$ cat src/rtl/mem_req_ctrl_pkg.sv
// rtl/mem_req_ctrl_pkg.sv - shared dbus types and memory-stage FSM states
package mem_req_ctrl_pkg;

  typedef enum logic [1:0] {
    MSIZE1 = 2'd0,
    MSIZE2 = 2'd1,
    MSIZE4 = 2'd2,
    MSIZE8 = 2'd3
  } msize_t;

  typedef logic [7:0] strobe_t;

  typedef struct packed {
    logic        valid;
    logic [63:0] addr;
    msize_t      size;
    strobe_t     strobe;
    logic [63:0] data;
  } dbus_req_t;

  typedef struct packed {
    logic        data_ok;
    logic [63:0] data;
  } dbus_resp_t;

  typedef enum logic [1:0] {
    IDLE   = 2'd0,
    ACCESS = 2'd1,
    HOLD   = 2'd2,
    DRAIN  = 2'd3
  } mem_ctrl_state_t;

  localparam int WAIT_CNT_W = 16;

  // Byte-lane mask of an access of the given size, before shifting to its offset.
  function automatic strobe_t size_mask(input msize_t size);
    case (size)
      MSIZE1:  size_mask = 8'h01;
      MSIZE2:  size_mask = 8'h03;
      MSIZE4:  size_mask = 8'h0f;
      default: size_mask = 8'hff;
    endcase
  endfunction

endpackage

$ cat src/rtl/mem_req_ctrl_dbus_lane_gen.sv
// rtl/mem_req_ctrl_dbus_lane_gen.sv - byte-lane strobe, store data shift and alignment check
module dbus_lane_gen
  import mem_req_ctrl_pkg::*;
(
  input  msize_t      size_i,
  input  logic [63:0] addr_i,
  input  logic [63:0] wdata_i,
  output strobe_t     strobe_o,
  output logic [63:0] data_o,
  output logic        misaligned_o
);

  logic [2:0] off;
  assign off = addr_i[2:0];

  // Place the store bytes on their lanes and flag addresses not aligned to the size.
  always_comb begin
    strobe_o = size_mask(size_i) << off;
    data_o   = wdata_i << {off, 3'b000};
    case (size_i)
      MSIZE1:  misaligned_o = 1'b0;
      MSIZE2:  misaligned_o = off[0];
      MSIZE4:  misaligned_o = |off[1:0];
      default: misaligned_o = |off;
    endcase
  end

endmodule

$ cat src/rtl/mem_req_ctrl.sv
// rtl/mem_req_ctrl.sv - memory-stage dbus sequencer: latch, hold, drain, complete
module mem_req_ctrl
  import mem_req_ctrl_pkg::*;
#(
  parameter int XLEN       = 64,
  parameter int WAIT_LIMIT = 0
) (
  input  logic            clk,
  input  logic            resetn,
  input  logic            req_valid,
  input  logic            req_write,
  input  logic [XLEN-1:0] req_addr,
  input  msize_t          req_size,
  input  logic [XLEN-1:0] req_wdata,
  input  logic            flush,
  input  logic            stall_in,
  input  dbus_resp_t      dresp,
  output dbus_req_t       dreq,
  output logic [XLEN-1:0] rdata,
  output logic            done,
  output logic            misalign_ex,
  output logic            busy,
  output logic            bus_timeout
);

  localparam logic [WAIT_CNT_W-1:0] CNT_MAX = '1;
  localparam logic [WAIT_CNT_W-1:0] LIMIT   = WAIT_CNT_W'(WAIT_LIMIT);

  mem_ctrl_state_t       state_q;
  dbus_req_t             req_q;
  logic                  write_q;
  logic [XLEN-1:0]       rdata_q;
  logic                  done_q;
  logic                  timeout_q;
  logic [WAIT_CNT_W-1:0] cnt_q;
  logic [WAIT_CNT_W-1:0] cnt_d;

  strobe_t     lane_strobe;
  logic [63:0] lane_data;
  logic        lane_misaligned;

  logic in_idle;
  logic waiting;
  logic accept;
  logic timeout_hit;

  dbus_lane_gen u_lane_gen (
    .size_i       (req_size),
    .addr_i       (req_addr),
    .wdata_i      (req_wdata),
    .strobe_o     (lane_strobe),
    .data_o       (lane_data),
    .misaligned_o (lane_misaligned)
  );

  assign in_idle = (state_q == IDLE);
  assign waiting = (state_q == ACCESS) || (state_q == DRAIN);
  assign accept  = in_idle && req_valid && !flush && !lane_misaligned;

  // Misaligned accesses complete immediately in IDLE without a bus cycle.
  assign misalign_ex = in_idle && req_valid && !flush && lane_misaligned;
  assign done        = done_q || misalign_ex;
  assign busy        = accept || waiting;
  assign dreq        = req_q;
  assign rdata       = rdata_q;
  assign bus_timeout = timeout_q;

  // Saturating count of cycles spent waiting on the bus; zero outside ACCESS/DRAIN.
  always_comb begin
    cnt_d = '0;
    if (waiting) begin
      cnt_d = (cnt_q == CNT_MAX) ? cnt_q : cnt_q + 1'b1;
    end
  end

  assign timeout_hit = (WAIT_LIMIT != 0) && waiting && (cnt_d >= LIMIT);

  // Request sequencer: latches the access, keeps dreq stable until data_ok, presents the result.
  always_ff @(posedge clk or negedge resetn) begin
    if (!resetn) begin
      state_q   <= IDLE;
      req_q     <= '0;
      write_q   <= 1'b0;
      rdata_q   <= '0;
      done_q    <= 1'b0;
      timeout_q <= 1'b0;
      cnt_q     <= '0;
    end else begin
      cnt_q <= cnt_d;
      if (timeout_hit) begin
        timeout_q <= 1'b1;
      end
      case (state_q)
        IDLE: begin
          done_q <= 1'b0;
          if (accept) begin
            state_q      <= ACCESS;
            write_q      <= req_write;
            req_q.valid  <= 1'b1;
            req_q.addr   <= req_addr;
            req_q.size   <= req_size;
            req_q.strobe <= req_write ? lane_strobe : '0;
            req_q.data   <= req_write ? lane_data : '0;
          end
        end
        ACCESS: begin
          if (dresp.data_ok) begin
            req_q.valid <= 1'b0;
            if (flush) begin
              state_q <= IDLE;
            end else begin
              rdata_q <= write_q ? '0 : dresp.data;
              done_q  <= 1'b1;
              state_q <= stall_in ? HOLD : IDLE;
            end
          end else if (flush) begin
            state_q <= DRAIN;
          end
        end
        HOLD: begin
          if (!stall_in || flush) begin
            state_q <= IDLE;
            done_q  <= 1'b0;
          end
        end
        DRAIN: begin
          if (dresp.data_ok) begin
            req_q.valid <= 1'b0;
            state_q     <= IDLE;
          end
        end
        default: state_q <= IDLE;
      endcase
    end
  end

endmodule

$ cat config.mk
export PLATFORM = sky130hd
export DESIGN_NAME = mem_req_ctrl
export DESIGN_NICKNAME = d
export VERILOG_FILES = /design/src/rtl/mem_req_ctrl_pkg.sv /design/src/rtl/mem_req_ctrl_dbus_lane_gen.sv /design/src/rtl/mem_req_ctrl.sv
export SDC_FILE = /design/constraint.sdc
export NUM_CORES = 1
export LEC_CHECK = 0
export ABC_AREA = 1
export ABC_CLOCK_PERIOD_IN_PS = 1600
export CAP_MARGIN = 5
export CORE_ASPECT_RATIO = 0.5
export CORE_MARGIN = 8
export CORE_UTILIZATION = 35
export DETAILED_ROUTE_END_ITERATION = 6
export GPL_TIMING_DRIVEN = 0
export PLACE_DENSITY = 0.73
export SLEW_MARGIN = 20
export SYNTH_ARGS = -nofsm -noshare
export SYNTH_HDL_FRONTEND = slang
export SYNTH_SLANG_ARGS = --single-unit
$ cat constraint.sdc
create_clock -name clk -period 1.6 [get_ports clk]
set_clock_uncertainty 0.15 [all_clocks]
set_input_delay 0.32 -clock clk [delete_from_list [all_inputs] [get_ports clk]]
set_output_delay 0.32 -clock clk [all_outputs]
set_load 0.01 [all_outputs]
==> flow_metrics.env <==
export IMPL_status="finished, violations left"
export IMPL_violations="DRC, setup timing"
export IMPL_rsz0062_at_grt="yes"
export IMPL_clock_latency_ps=510
export IMPL_num_vias=11000
export IMPL_start_util=0.357
export IMPL_vias_per_cell=5.11
export IMPL_p_per_area_nw_per_um2=1450
export IMPL_drc_errors=3
export IMPL_gp_congestion=0.969
export IMPL_worstHoldStart="req_addr[2]"
export IMPL_fin_crit_sh=1.34
export IMPL_ys_types=23
export IMPL_r2r_slack_ps=-280
export IMPL_maxCapViolations=0
export IMPL_antenna_found_initial=3
export IMPL_grt_pass1_wl_um=67400
export IMPL_cts_buffers=21
export IMPL_stdcell_count=2161
export IMPL_grt_overflow=0
export IMPL_slowest_stage="clkdlybuf4s50_1"
export IMPL_ant_nets=0
export IMPL_cp_max_fo=4
export IMPL_fp_row_count=43
export IMPL_grt_start_max_net_pins=73
export IMPL_die_w_um=254
export IMPL_synth_area_top_cells="dfrtp_1 (52%), nand2_1 (25%), nand3_1 (11%)"
export IMPL_p_leak_nw=8.16
export IMPL_synthToLayoutAreaGrowth_pct=56.0
export IMPL_required_ps=1130
export IMPL_layout_nets=1963
export IMPL_cts_root_buf="clkbuf_16"
export IMPL_clk_pin_slew_ps=60
export IMPL_max_freq_mhz=465
export IMPL_io_pins=408
export IMPL_criticalPathCategory="primary input to primary output"
export IMPL_r2r_cells=10
export IMPL_fin_ws_ps=-551
export IMPL_hold_ws_ps=54.7
export IMPL_grt_pass1_vias=10600
export IMPL_synth_top_area_share=0.524
export IMPL_avgSynthCellArea_um2=7.62
export IMPL_cts_max_level=1
export IMPL_synthesis_nets=1497
export IMPL_arrival_ps=1680
export IMPL_port_buffers=404
export IMPL_synthCells=1296
export IMPL_cp_end_kind="primary output"
export IMPL_clockBufferDepth=3
export IMPL_ys_ff_latch=207
export IMPL_worstReg2RegEnd="dreq[60]$_DFFE_PN0P_"
export IMPL_fp_coreArea_um2=27700
export IMPL_slew_violations=0
export IMPL_placedCellCount=2084
export IMPL_worst_pin_slew_ps=768
export IMPL_max_slew_margin_rel=0.488
export IMPL_hpwl_um=35400
export IMPL_ys_seq_area_frac=0.524
export IMPL_wl_um=47000
export IMPL_die_h_um=135
export IMPL_grt_usage=0.256
export IMPL_drtPass1Iterations=7
export IMPL_worst_path_largest_cell_delay_ps=420
export IMPL_yosys_warnings=0
export IMPL_reg2reg_from="state_q[0]$_DFFE_PN0P_"
export IMPL_holdPathStages=5
export IMPL_syn_cell_area_um2=9880
export IMPL_fin_crit_ps=2150
export IMPL_min_path_type="primary input to flop"
export IMPL_wl_per_cell_um=21.7
export IMPL_dieArea_um2=34200
export IMPL_ir_drop_uv=996
export IMPL_min_to="dreq[32]$_DFFE_PN0P_"
export IMPL_cp_cell_sequence="clkdlybuf4s50_1, inv_1, nand2_2, nor2_4, nand3_4, buf_12, buf_8, nand2_4, buf_6"
export IMPL_setup_violations=142
export IMPL_synth_largest_area_cell="dfrtp_1"
export IMPL_clock_sinks=207
export IMPL_finalHoldViolCount=0
export IMPL_tritoncts="yes"
export IMPL_first_iter_violations=1338
export IMPL_critPathLaunchType="primary input"
export IMPL_drive_above_1_share=0.258
export IMPL_preCtsSetupSlack_ps=-1450
-- critical path: cells and delay by family --
family / cells / cell delay, ps
simple gates: 4 / 390
buf+inv: 5 / 970
-- cells in the mapped netlist --
| master | instances |
|---|---|
| a21oi_1 | 8 |
| a31oi_1 | 1 |
| buf_1 | 8 |
| buf_2 | 32 |
| buf_4 | 12 |
| buf_6 | 5 |
| clkbuf_1 | 35 |
| clkinv_1 | 1 |
| conb_1 | 1 |
| dfrtp_1 | 207 |
| inv_1 | 24 |
| inv_2 | 5 |
| nand2_1 | 658 |
| nand3_1 | 210 |
| nand3_2 | 1 |
| nand4_1 | 24 |
| nor2_1 | 5 |
| nor2_4 | 2 |
| nor3_1 | 1 |
| o211ai_1 | 23 |
| o21ai_0 | 31 |
| o21bai_1 | 1 |
| or2_2 | 1 |
-- cells in the final DEF, fill, tap and decap left out, types with 2 or more instances in the layout --
master / synthesis / final
buf_2: 32 / 214
clkbuf_1: 35 / 25
inv_2: 5 / 4
nand2_1: 658 / 564
nor2_1: 5 / 2
nand4_1: 24 / 24
buf_4: 12 / 30
inv_6: 0 / 3
diode_2: 0 / 3
clkbuf_2: 0 / 10
clkinv_2: 0 / 3
o21ai_0: 31 / 25
dfrtp_1: 207 / 207
o21ai_1: 0 / 6
o211ai_1: 23 / 23
nand2_2: 0 / 63
buf_12: 0 / 8
buf_1: 8 / 4
nand3_1: 210 / 206
nand2_4: 0 / 31
inv_4: 0 / 2
nor2_4: 2 / 5
a21oi_1: 8 / 8
bufbuf_16: 0 / 2
clkbuf_4: 0 / 2
dlygate4sd2_1: 0 / 3
clkinvlp_4: 0 / 2
buf_16: 0 / 4
nand3_2: 1 / 4
clkdlybuf4s50_1: 0 / 193
clkbuf_16: 0 / 29
clkbuf_8: 0 / 4
buf_8: 0 / 11
buf_6: 5 / 21
inv_1: 24 / 22
-- metrics by stage --
stage / TNS (ps) / util / power, W / area, µm²
detailed placement: -151890 / 0.523 / 0.0181 / 14500
global route: -34220 / 0.556 / 0.0236 / 15400
floorplan: -73.1 / - / 0.0120 / 9910
CTS: -24740 / 0.533 / 0.0217 / 14800
global placement: -2010170 / 0.521 / 0.0179 / 14400
finish: -22230 / 0.556 / 0.0224 / 15400
-- timing repair --
action                                 4_1_cts  5_1_grt
cloned                                       5        8
setup buffers                               19        5
resized for setup                          935      155
endpoints found under the hold margin       70        0
hold buffers                                 1        0
setup endpoints to repair                  408      211
pin swaps                                    6       54
-- area by class of cell --
class,instances,area [µm²]
Buffer,91,762
Clock buffer,27,578
Antenna cell,3,7.51
Clock inverter,10,95.1
Inverter,30,125
Timing Repair Buffer,444,3630
Tap cell,382,478
Multi-Input combinational cell,967,4560
Fill cell,2566,12300
Sequential cell,207,5180
-- report_power, final --
group,internal [W],switching (W)
logic,0.00380,0.00512
registers,0.00720,0.00130
clock network,0.00275,0.00221
total,0.0138,0.00863
-- cell families after synthesis --
family          synth area share
compound gates            0.0386
buf+inv                   0.0588
flops                      0.524
other cells             0.000380
simple gates               0.378
-- sequential cells by signal, summed over array words and instances, names as in the netlist --
register	cells
dreq	139
done_q	1
rdata	64
state_q	2
write_q	1
-- per-layer routing --
metal  routed length [µm]  GRT usage
met5                    0          0
met4                 1310     0.0706
met3                 3570     0.0387
met2                22800      0.425
met1                19300      0.345
-- worst max-delay path by stage --
stage	start	to	slack [ps]	cells past startpoint
after floorplan	state_q[0]$_DFFE_PN0P_	busy	-70	8
after global placement	resetn	rdata[37]$_DFFE_PN0P_	-9000	1
after detailed placement	req_addr[0]	busy	-1450	10
after CTS	state_q[0]$_DFFE_PN0P_	busy	-660	9
after global routing	flush	busy	-630	9
final	flush	busy	-550	9
(Power assumes the default switching activity.)
